File: config.mk
export PLATFORM = sky130hd
export DESIGN_NAME = led_seq_ctrl_flat
export DESIGN_NICKNAME = d
export VERILOG_FILES = /design/src/rtl/led_seq_pkg.sv /design/src/rtl/led_seq_if.sv /design/src/rtl/led_seq_rr_arb.sv /design/src/rtl/led_seq_ctrl.sv /design/src/flat_wrapper.sv
export SDC_FILE = /design/constraint.sdc
export NUM_CORES = 1
export LEC_CHECK = 0
export ABC_AREA = 0
export CAP_MARGIN = 0
export CORE_ASPECT_RATIO = 1.1
export CORE_MARGIN = 2
export CORE_UTILIZATION = 40
export CTS_CLUSTER_DIAMETER = 150
export DETAILED_ROUTE_END_ITERATION = 10
export PLACE_DENSITY_LB_ADDON = 0.1
export SYNTH_ARGS = -nofsm -noshare
export SYNTH_HDL_FRONTEND = slang
export SYNTH_SLANG_ARGS = --single-unit
export TNS_END_PERCENT = 5
File: constraint.sdc
create_clock -name clk -period 2.7 [get_ports clk]
set_input_delay 0.54 -clock clk [delete_from_list [all_inputs] [get_ports clk]]
set_output_delay 0.54 -clock clk [all_outputs]
set_load 0.005 [all_outputs]
File: src/rtl/led_seq_pkg.sv
// -----------------------------------------------------------------------------
// led_seq_pkg
// Shared types and helpers for the LED sequencer:
//   mode_e      - display mode (COUNT, GRAY, SHIFT, OFF), 2 bits
//   state_e     - lock FSM state (RUN, LOCK)
//   led_pattern - maps (mode, step) to an LED pattern, LSB-aligned in a
//                 LED_MAX_W-bit word; callers keep the low BITS bits.
// -----------------------------------------------------------------------------
package led_seq_pkg;

   localparam int unsigned LED_MAX_W = 32;
   localparam int unsigned HOLD_W    = 8;

   typedef enum logic [1:0] {
      COUNT = 2'd0,
      GRAY  = 2'd1,
      SHIFT = 2'd2,
      OFF   = 2'd3
   } mode_e;

   typedef enum logic {
      RUN  = 1'b0,
      LOCK = 1'b1
   } state_e;

   // bits is a power of two, so "step mod bits" is a simple mask.
   function automatic logic [LED_MAX_W-1:0] led_pattern(
      input mode_e                m,
      input logic [LED_MAX_W-1:0] step,
      input logic [LED_MAX_W-1:0] bits
   );
      logic [LED_MAX_W-1:0] pat;
      case (m)
         COUNT:   pat = step;
         GRAY:    pat = step ^ (step >> 1);
         SHIFT:   pat = LED_MAX_W'(1) << (step & (bits - LED_MAX_W'(1)));
         default: pat = '0;
      endcase
      return pat;
   endfunction

endpackage

File: src/rtl/led_seq_if.sv
// -----------------------------------------------------------------------------
// led_seq_if
// Mode-change request channel from two requesters to the sequencer.
//   req_valid[i]         - requester i wants a mode change
//   req_mode[2i+1:2i]    - mode requested by requester i
//   req_ready[i]         - grant to requester i; transfer when valid & ready
// master: requester side, slave: sequencer side.
// -----------------------------------------------------------------------------
interface led_seq_if;

   logic [1:0] req_valid;
   logic [3:0] req_mode;
   logic [1:0] req_ready;

   modport master (
      output req_valid,
      output req_mode,
      input  req_ready
   );

   modport slave (
      input  req_valid,
      input  req_mode,
      output req_ready
   );

endinterface

File: src/rtl/led_seq_rr_arb.sv
// -----------------------------------------------------------------------------
// led_seq_rr_arb
// Two-way round-robin arbiter with a registered priority pointer.
//   clk, rst_n - clock, asynchronous active-low reset
//   valid_i    - per-requester request
//   enable_i   - grants allowed this cycle
//   grant_o    - one-hot (or zero) combinational grant
// With both requesters valid, the one equal to the pointer wins; after a
// grant to requester i the pointer moves to the other requester.
// -----------------------------------------------------------------------------
module led_seq_rr_arb (
   input  logic       clk,
   input  logic       rst_n,
   input  logic [1:0] valid_i,
   input  logic       enable_i,
   output logic [1:0] grant_o
);

   logic ptr_q;
   logic ptr_d;

   always_comb begin
      // NOTE: every output of a combinational block gets a default first,
      // otherwise an unassigned path infers a latch.
      grant_o = 2'b00;
      ptr_d   = ptr_q;
      if (enable_i) begin
         if (valid_i[0] && (!valid_i[1] || !ptr_q)) begin
            grant_o = 2'b01;
         end else if (valid_i[1]) begin
            grant_o = 2'b10;
         end
      end
      if (grant_o[0]) begin
         ptr_d = 1'b1;
      end else if (grant_o[1]) begin
         ptr_d = 1'b0;
      end
   end

   always_ff @(posedge clk or negedge rst_n) begin
      // NOTE: state is updated with non-blocking assignments so every
      // register samples pre-edge values regardless of statement order.
      if (!rst_n) begin
         ptr_q <= 1'b0;
      end else begin
         ptr_q <= ptr_d;
      end
   end

endmodule

File: src/rtl/led_seq_ctrl.sv
// -----------------------------------------------------------------------------
// led_seq_ctrl
// LED pattern sequencer. A prescaler produces a tick every 2^LOG2DELAY
// cycles, a step counter advances on each tick, and the LED register shows
// f(mode, step) one cycle later. Two requesters may change the mode through
// a round-robin arbiter; an accepted mode is locked for HOLD_TICKS ticks.
//   clk, rst_n - clock, asynchronous active-low reset
//   req        - request channel (slave side): valid, mode, ready
//   led        - registered LED pattern, led[BITS-1] is the MSB
//   mode       - active mode
//   busy       - mode is locked, no requests are accepted
// -----------------------------------------------------------------------------
module led_seq_ctrl
   import led_seq_pkg::*;
#(
   parameter int BITS       = 4,
   parameter int LOG2DELAY  = 23,
   parameter int HOLD_TICKS = 2
) (
   input  logic            clk,
   input  logic            rst_n,
   led_seq_if.slave        req,
   output logic [BITS-1:0] led,
   output logic [1:0]      mode,
   output logic            busy
);

   logic [LOG2DELAY-1:0] presc_q;
   logic [BITS-1:0]      step_q;
   logic [HOLD_W-1:0]    hold_q;
   mode_e                mode_q;
   state_e               state_q;
   logic [BITS-1:0]      led_q;
   logic [BITS-1:0]      led_d;
   logic [LED_MAX_W-1:0] pattern;

   logic       tick;
   logic       arb_en;
   logic [1:0] grant;
   logic       accept;
   mode_e      acc_mode;

   assign tick = &presc_q;

   // Gating with rst_n keeps req_ready low for the whole reset, not just
   // from the first clock edge.
   assign arb_en = rst_n && (state_q == RUN);

   led_seq_rr_arb u_arb (
      .clk      (clk),
      .rst_n    (rst_n),
      .valid_i  (req.req_valid),
      .enable_i (arb_en),
      .grant_o  (grant)
   );

   assign req.req_ready = grant;
   assign accept        = |grant;
   assign acc_mode      = mode_e'(grant[1] ? req.req_mode[3:2] : req.req_mode[1:0]);

   always_comb begin
      pattern = led_pattern(mode_q, LED_MAX_W'(step_q), LED_MAX_W'(BITS));
      led_d   = pattern[BITS-1:0];
   end

   // Accept has priority over the tick: a coinciding tick is discarded so
   // the new mode always starts from step 0.
   always_ff @(posedge clk or negedge rst_n) begin
      if (!rst_n) begin
         presc_q <= '0;
         step_q  <= '0;
         hold_q  <= '0;
         mode_q  <= COUNT;
         state_q <= RUN;
         led_q   <= '0;
      end else begin
         led_q <= led_d;
         if (accept) begin
            presc_q <= '0;
            step_q  <= '0;
            hold_q  <= HOLD_W'(HOLD_TICKS);
            mode_q  <= acc_mode;
            state_q <= LOCK;
         end else begin
            presc_q <= presc_q + 1'b1;
            if (tick) begin
               step_q <= step_q + 1'b1;
               if (state_q == LOCK) begin
                  hold_q <= hold_q - 1'b1;
                  if (hold_q == HOLD_W'(1)) begin
                     state_q <= RUN;
                  end
               end
            end
         end
      end
   end

   assign led  = led_q;
   assign mode = mode_q;
   assign busy = (state_q == LOCK);

endmodule

File: src/flat_wrapper.sv
// flat-port wrapper written by rule: the top's interface ports become plain ports
module led_seq_ctrl_flat import led_seq_pkg::*;
#(
   parameter int BITS       = 4,
   parameter int LOG2DELAY  = 23,
   parameter int HOLD_TICKS = 2
)
  (clk, rst_n, led, mode, busy, req_req_valid, req_req_mode, req_req_ready);
  led_seq_if req_i ();
  input  logic clk;
  input  logic rst_n;
  output logic [BITS-1:0] led;
  output logic [1:0] mode;
  output logic busy;
  input wire logic [$bits(req_i.req_valid)-1:0] req_req_valid;
  input wire logic [$bits(req_i.req_mode)-1:0] req_req_mode;
  output wire logic [$bits(req_i.req_ready)-1:0] req_req_ready;
  assign req_i.req_valid = req_req_valid;
  assign req_i.req_mode = req_req_mode;
  assign req_req_ready = req_i.req_ready;
  led_seq_ctrl #(.BITS(BITS), .LOG2DELAY(LOG2DELAY), .HOLD_TICKS(HOLD_TICKS)) u_core (.clk(clk), .rst_n(rst_n), .req(req_i), .led(led), .mode(mode), .busy(busy));
endmodule
After elaboration in Yosys (flattened, before gate mapping) --
Cells that the tools add are included. W data, S select, Z words.
Storage, ports and cells: register bits 43, input port bits 8, output and inout port bits 9, word-level logic and storage cells 45
Operators by class: $add $sub $neg 3, eq/ne operators 3, shifts and indexed selects 1, multiplexer cells 17, bitwise logic cells 2, reductions and logical operators 12
Operator list (number):
- $mux W8 | 3
- $add A23 B1 Y23 const B | 1
- $mux W23 | 1
- $reduce_and A23 Y1 | 1
- $pmux W4 S3 | 1
- $eq A8 B1 Y1 const B | 1
- $mux W2 | 4
- $mux W4 | 2
- $sub A8 B1 Y8 const B | 1
- $mux W1 | 6
- $reduce_bool A2 Y1 | 3
- $add A4 B1 Y4 const B | 1
- $shl A1 B2 Y4 const A | 1
- $xor A4 B3 Y4 | 1
- $eq A2 B1 Y1 const B | 1
- $eq A2 B2 Y1 const B | 1
- $logic_and A1 B1 Y1 | 2
- $logic_not A1 Y1 | 2
- $logic_not A2 Y1 | 1
- $reduce_and A2 Y1 | 1
- $reduce_or A2 Y1 | 1
- $logic_or A1 B1 Y1 | 1
- $not A1 Y1 | 1

Depth between registers and ports, before layout --
word-level depth 8, gate-level depth with buffers 7, depth with buffers taken out 6

By module --
From an unflattened synthesis, not the netlist that was laid out.
Unflattened totals: cells, all modules 245, area total of the unflattened synthesis 2322.2 um^2
By module, submodules not included:
- led_seq_ctrl | instances 1, cells an instance 236, area an instance 2253.4 um^2, sequential area each 1051.0 um^2
- led_seq_rr_arb | instances 1, cells an instance 9, area an instance 68.8 um^2, sequential area each 25.0 um^2

Worst setup path after synthesis --
OpenSTA, ideal clock, no wires.
path kind reg2reg, start point reg u_core.presc_q[0], end point reg u_core.hold_q[4], setup time 0.120 ns, arrival time 1.770 ns, required time 2.580 ns, setup slack 0.810 ns, cell stages (with the launch flop) 8, buffers on the path 2, cells stage by stage dfrtp_1 ha_1 and3_1 buf_2 nand4_1 or2_2 clkbuf_1 a31o_2
Between the ends: word-level cells in the longest chain between the ends 3
RTL lines:
- from (decl) | line led_seq_ctrl.sv:28 | logic [LOG2DELAY-1:0] presc_q;
- from (signal assigned) | line led_seq_ctrl.sv:85 | presc_q <= presc_q + 1'b1;
- $reduce_and A23 Y1 | line led_seq_ctrl.sv:43 | assign tick = &presc_q;
- $reduce_bool A2 Y1 (no source line)
- $reduce_and A2 Y1 (no source line)
- to (signal assigned) | line led_seq_ctrl.sv:81 | hold_q <= HOLD_W'(HOLD_TICKS);
- to (signal assigned) | line led_seq_ctrl.sv:89 | hold_q <= hold_q - 1'b1;
- to (decl) | line led_seq_ctrl.sv:30 | logic [HOLD_W-1:0] hold_q;
Every way passes these cells. A chain may end at the register's enable or synchronous reset.

Final worst setup path --
start point in req_req_valid[1], end point out req_req_ready[1]
Between the ends: word-level cells in the longest chain between the ends 5, elaborated cells on any way between the ends 6
RTL lines:
- from (decl) | line flat_wrapper.sv:15 | input wire logic [$bits(req_i.req_valid)-1:0] req_req_valid;
- $logic_not A1 Y1 | line led_seq_rr_arb.sv:28 | if (valid_i[0] && (!valid_i[1] || !ptr_q)) begin
- $logic_or A1 B1 Y1 | line led_seq_rr_arb.sv:28
- $logic_and A1 B1 Y1 | line led_seq_rr_arb.sv:28
- $mux W2 * | line led_seq_rr_arb.sv:28
- $mux W2 * | line led_seq_rr_arb.sv:27 | if (enable_i) begin
- to (decl) | line flat_wrapper.sv:17 | output wire logic [$bits(req_i.req_ready)-1:0] req_req_ready;
Mark *: on every way between the ends. The rest lies on a longest branch, timed or not.

==> impl_metrics.ini <==
[status]
status = completed

[synthesis]
avgSynthCellArea_um2 = 9.716
ys_types = 45
synthMuxAreaShare_pct = 1.724
synth_compound_area_share_pct = 15.14
netlist_instances = 239
yosys_warnings = 0
synth-simple-area-share_pct = 23.28
synth_fa_ha_area_share_pct = 4.310
synth-edff-count = 0
synth_top_family_by_area = simple AND/OR/NAND/NOR gates
netlist_area_um2 = 2322
syn_nets = 255
synth_ff_type = dfrtp_1
synthXorXnorAreaFrac_pct = 4.149
seq_area_frac_synth_pct = 46.34
synthArstFlopShare_pct = 100.0
synth_seq_cells = 43

[sta]
period_needed_ns = 2.379
final-hold-violation-count = 0
rsz0062_at_grt = false
tightest_slew_ns = 0.4702
setup_violations = 0
max_slew_margin_pct = 68.65
fin_crit_sh_pct = 88.09
drv_slew = 0
whs_ns = 0.08536
setup_tns_ns = 0
finClkSkew_ns = 0.009916
fmax_mhz = 420.4

[cells_and_area]
drive_above_1_share_pct = 10.51
num_antenna_cells = 0
final_cells = 334
final_common_cell = dfrtp_1
mostFrequentLayoutCells = dfrtp_1 (43), a21oi_1 (18), nor2_1 (17)
nets = 272
area_growth_pct = 15.03
final_cell_area_um2 = 2671

[run]
cap_violations = 0

[critical_path]
critPathRequiredTime_ns = 2.16
critPathBufInv = 2
crit_top_cell = clkdlybuf4s50_1
slowest_delay_ns = 0.52
cp.depth = 4
worst-setup-path-type = primary input to output pin
cp_max_fo = 4
crit_end = req_req_ready[1]
endpoint_kind = output pin
r2r_end = u_core.hold_q[5]
slowest_stage = clkdlybuf4s50_1
path_delay_family = buffers and inverters
path_cells = clkdlybuf4s50_1 > nand3b_1 > a21oi_1 > clkdlybuf4s50_1
crit_path_start = req_req_valid[1]
r2r-start = u_core.presc_q[0]
ff2ff_setup_slack_ns = 0.59
arrival_ns = 1.84
crit_path_start_kind = primary input
reg2regPathDepth = 5

[placement]
dp_cells = 326
dpl_cell_area_um2 = 2539
gp_congestion = 0.8126
hpwl_um = 3192
port_buffers = 16

[grt]
grt_max_degree = 38
top_usage_layer = met2
grtUsageMet2_pct = 27.59
grt_util_met3_pct = 2.922
grtUsageMet1_pct = 19.20
grt_pass1_vias = 1823
antenna_found_initial = 0
grt_pass1_wl_um = 8204
grt_usage_pct = 15.76
grt_overflow_total = 0

[die]
die_w_um = 76.65
top_level_ports = 17
core_um2 = 5697
die_h_um = 83.92
die_area_um2 = 6432
num_rows = 29
start_util_pct = 40.76

[clock_network]
postCtsHoldBufs = 0
cts_buffers = 5
clk_latency_ns = 0.30
h-tree-depth = 2
cts_root_buffer = clkbuf_8
cts_sinks = 43
cts_setup_buffers = 0
cts_tree = built
path_clk_slew_ns = 0.07
ctsResizeCount = 0
clk_path_buf_depth = 2

[hold_path]
hp-class = primary input to asynchronous set/reset pin

[routing]
postRouteAntennaNets = 0
via_per_inst = 5.533
firstDrtPassIters = 4
drt_iter0_drc = 67
wl_per_cell_um = 14.00
routed_wl_um = 4677
num_vias = 1848
drc = 0

[power]
peakVddDrop_uv = 470.2
pwr-share-comb_pct = 18.6
powerDensity_nw_per_um2 = 694.1
power_switching_mw = 0.5561
p_int_mw = 1.298
p_seq_share_pct = 49.5
p_clk_share_pct = 31.9
leakage_nw = 1.046
swShare_pct = 29.99
-- logic make-up after synthesis --
kind of cell	Yosys count
AO/OA/AOI/OAI	56
flip-flops	43
XOR/XNOR	11
AND/OR/NAND/NOR	94
adder cells (fa/ha/maj)	8
multiplexers	4
buffers and inverters	23
-- sequential cells by signal, summed over array words and instances (netlist names) --
signal              flops
u_core.step_q           4
u_core.led              4
u_core.busy             1
u_core.presc_q         23
u_core.mode             2
u_core.u_arb.ptr_q      1
u_core.hold_q           8
-- how the worst min path moves through the flow --
stage               depth (start not counted)  startpoint  slack [ns]            endpoint
global route                                1       rst_n        0.08  u_core.u_arb.ptr_q
floorplan                                   0       rst_n        0.24         u_core.busy
global placement                            1       rst_n        0.40         u_core.busy
detailed placement                          1       rst_n        0.40         u_core.busy
CTS                                         1       rst_n        0.07         u_core.busy
finish                                      1       rst_n        0.09    u_core.hold_q[3]
-- area by class of cell --
type                    instances  area [µm²]
repair buffers                 21       192.7
well taps                      77       96.34
flip-flops and latches         43        1076
clock buffers                   6       72.57
multi-input cells             173        1129
clock inverters                 2       60.06
inverters                      12       45.04
fillers                       569        3025
-- cells in the mapped netlist (3+ instances only) --
cell	number	area (µm²)
mux2i_1	4	40.04
xor2_1	6	52.55
and4_1	3	26.28
dfrtp_1	43	1076
a31o_2	3	26.28
clkbuf_1	5	18.77
o31ai_1	12	90.09
a21oi_1	18	90.09
nor3_1	3	15.01
and3_1	3	18.77
a211oi_1	3	22.52
o21ai_0	11	55.05
or4_1	12	90.09
inv_1	12	45.04
ha_1	8	100.1
nor2_1	17	63.81
nand4_1	7	43.79
xnor2_1	5	43.79
nor4_1	3	18.77
nand2_1	15	56.30
nand3_1	13	65.06
-- per-layer routing --
| metal | vias up | wire (µm) | share of wire (%) |
|---|---|---|---|
| met5 | - | 0 | 0 |
| met4 | 0 | 75 | 1.6 |
| met3 | 6 | 94 | 2.0 |
| met1 | 911 | 2209 | 47 |
| met2 | 16 | 2298 | 49 |
| li1 | 915 | - | - |
-- metrics by stage --
step / total power, mW / util (%) / setup slack (ns)
CTS: 1.878 / 46.89 / 0.3169
detailed placement: 1.277 / 44.56 / 0.3166
finish: 1.854 / 46.89 / 0.3215
floorplan: 1.154 / - / 0.8102
global route: 1.968 / 46.89 / 0.2678
global placement: 1.265 / 44.56 / 0.3412
-- power by group through the flow --
stage | sequential, mW | combinational (mW) | clock (mW)
5_1_grt | 0.941 | 0.398 | 0.629
6_report | 0.917 | 0.346 | 0.591
2_1_floorplan | 0.894 | 0.260 | 0
4_1_cts | 0.915 | 0.351 | 0.611
3_5_place_dp | 0.927 | 0.350 | 0
3_3_place_gp | 0.923 | 0.341 | 0
Power figures use the tool's default switching activity.
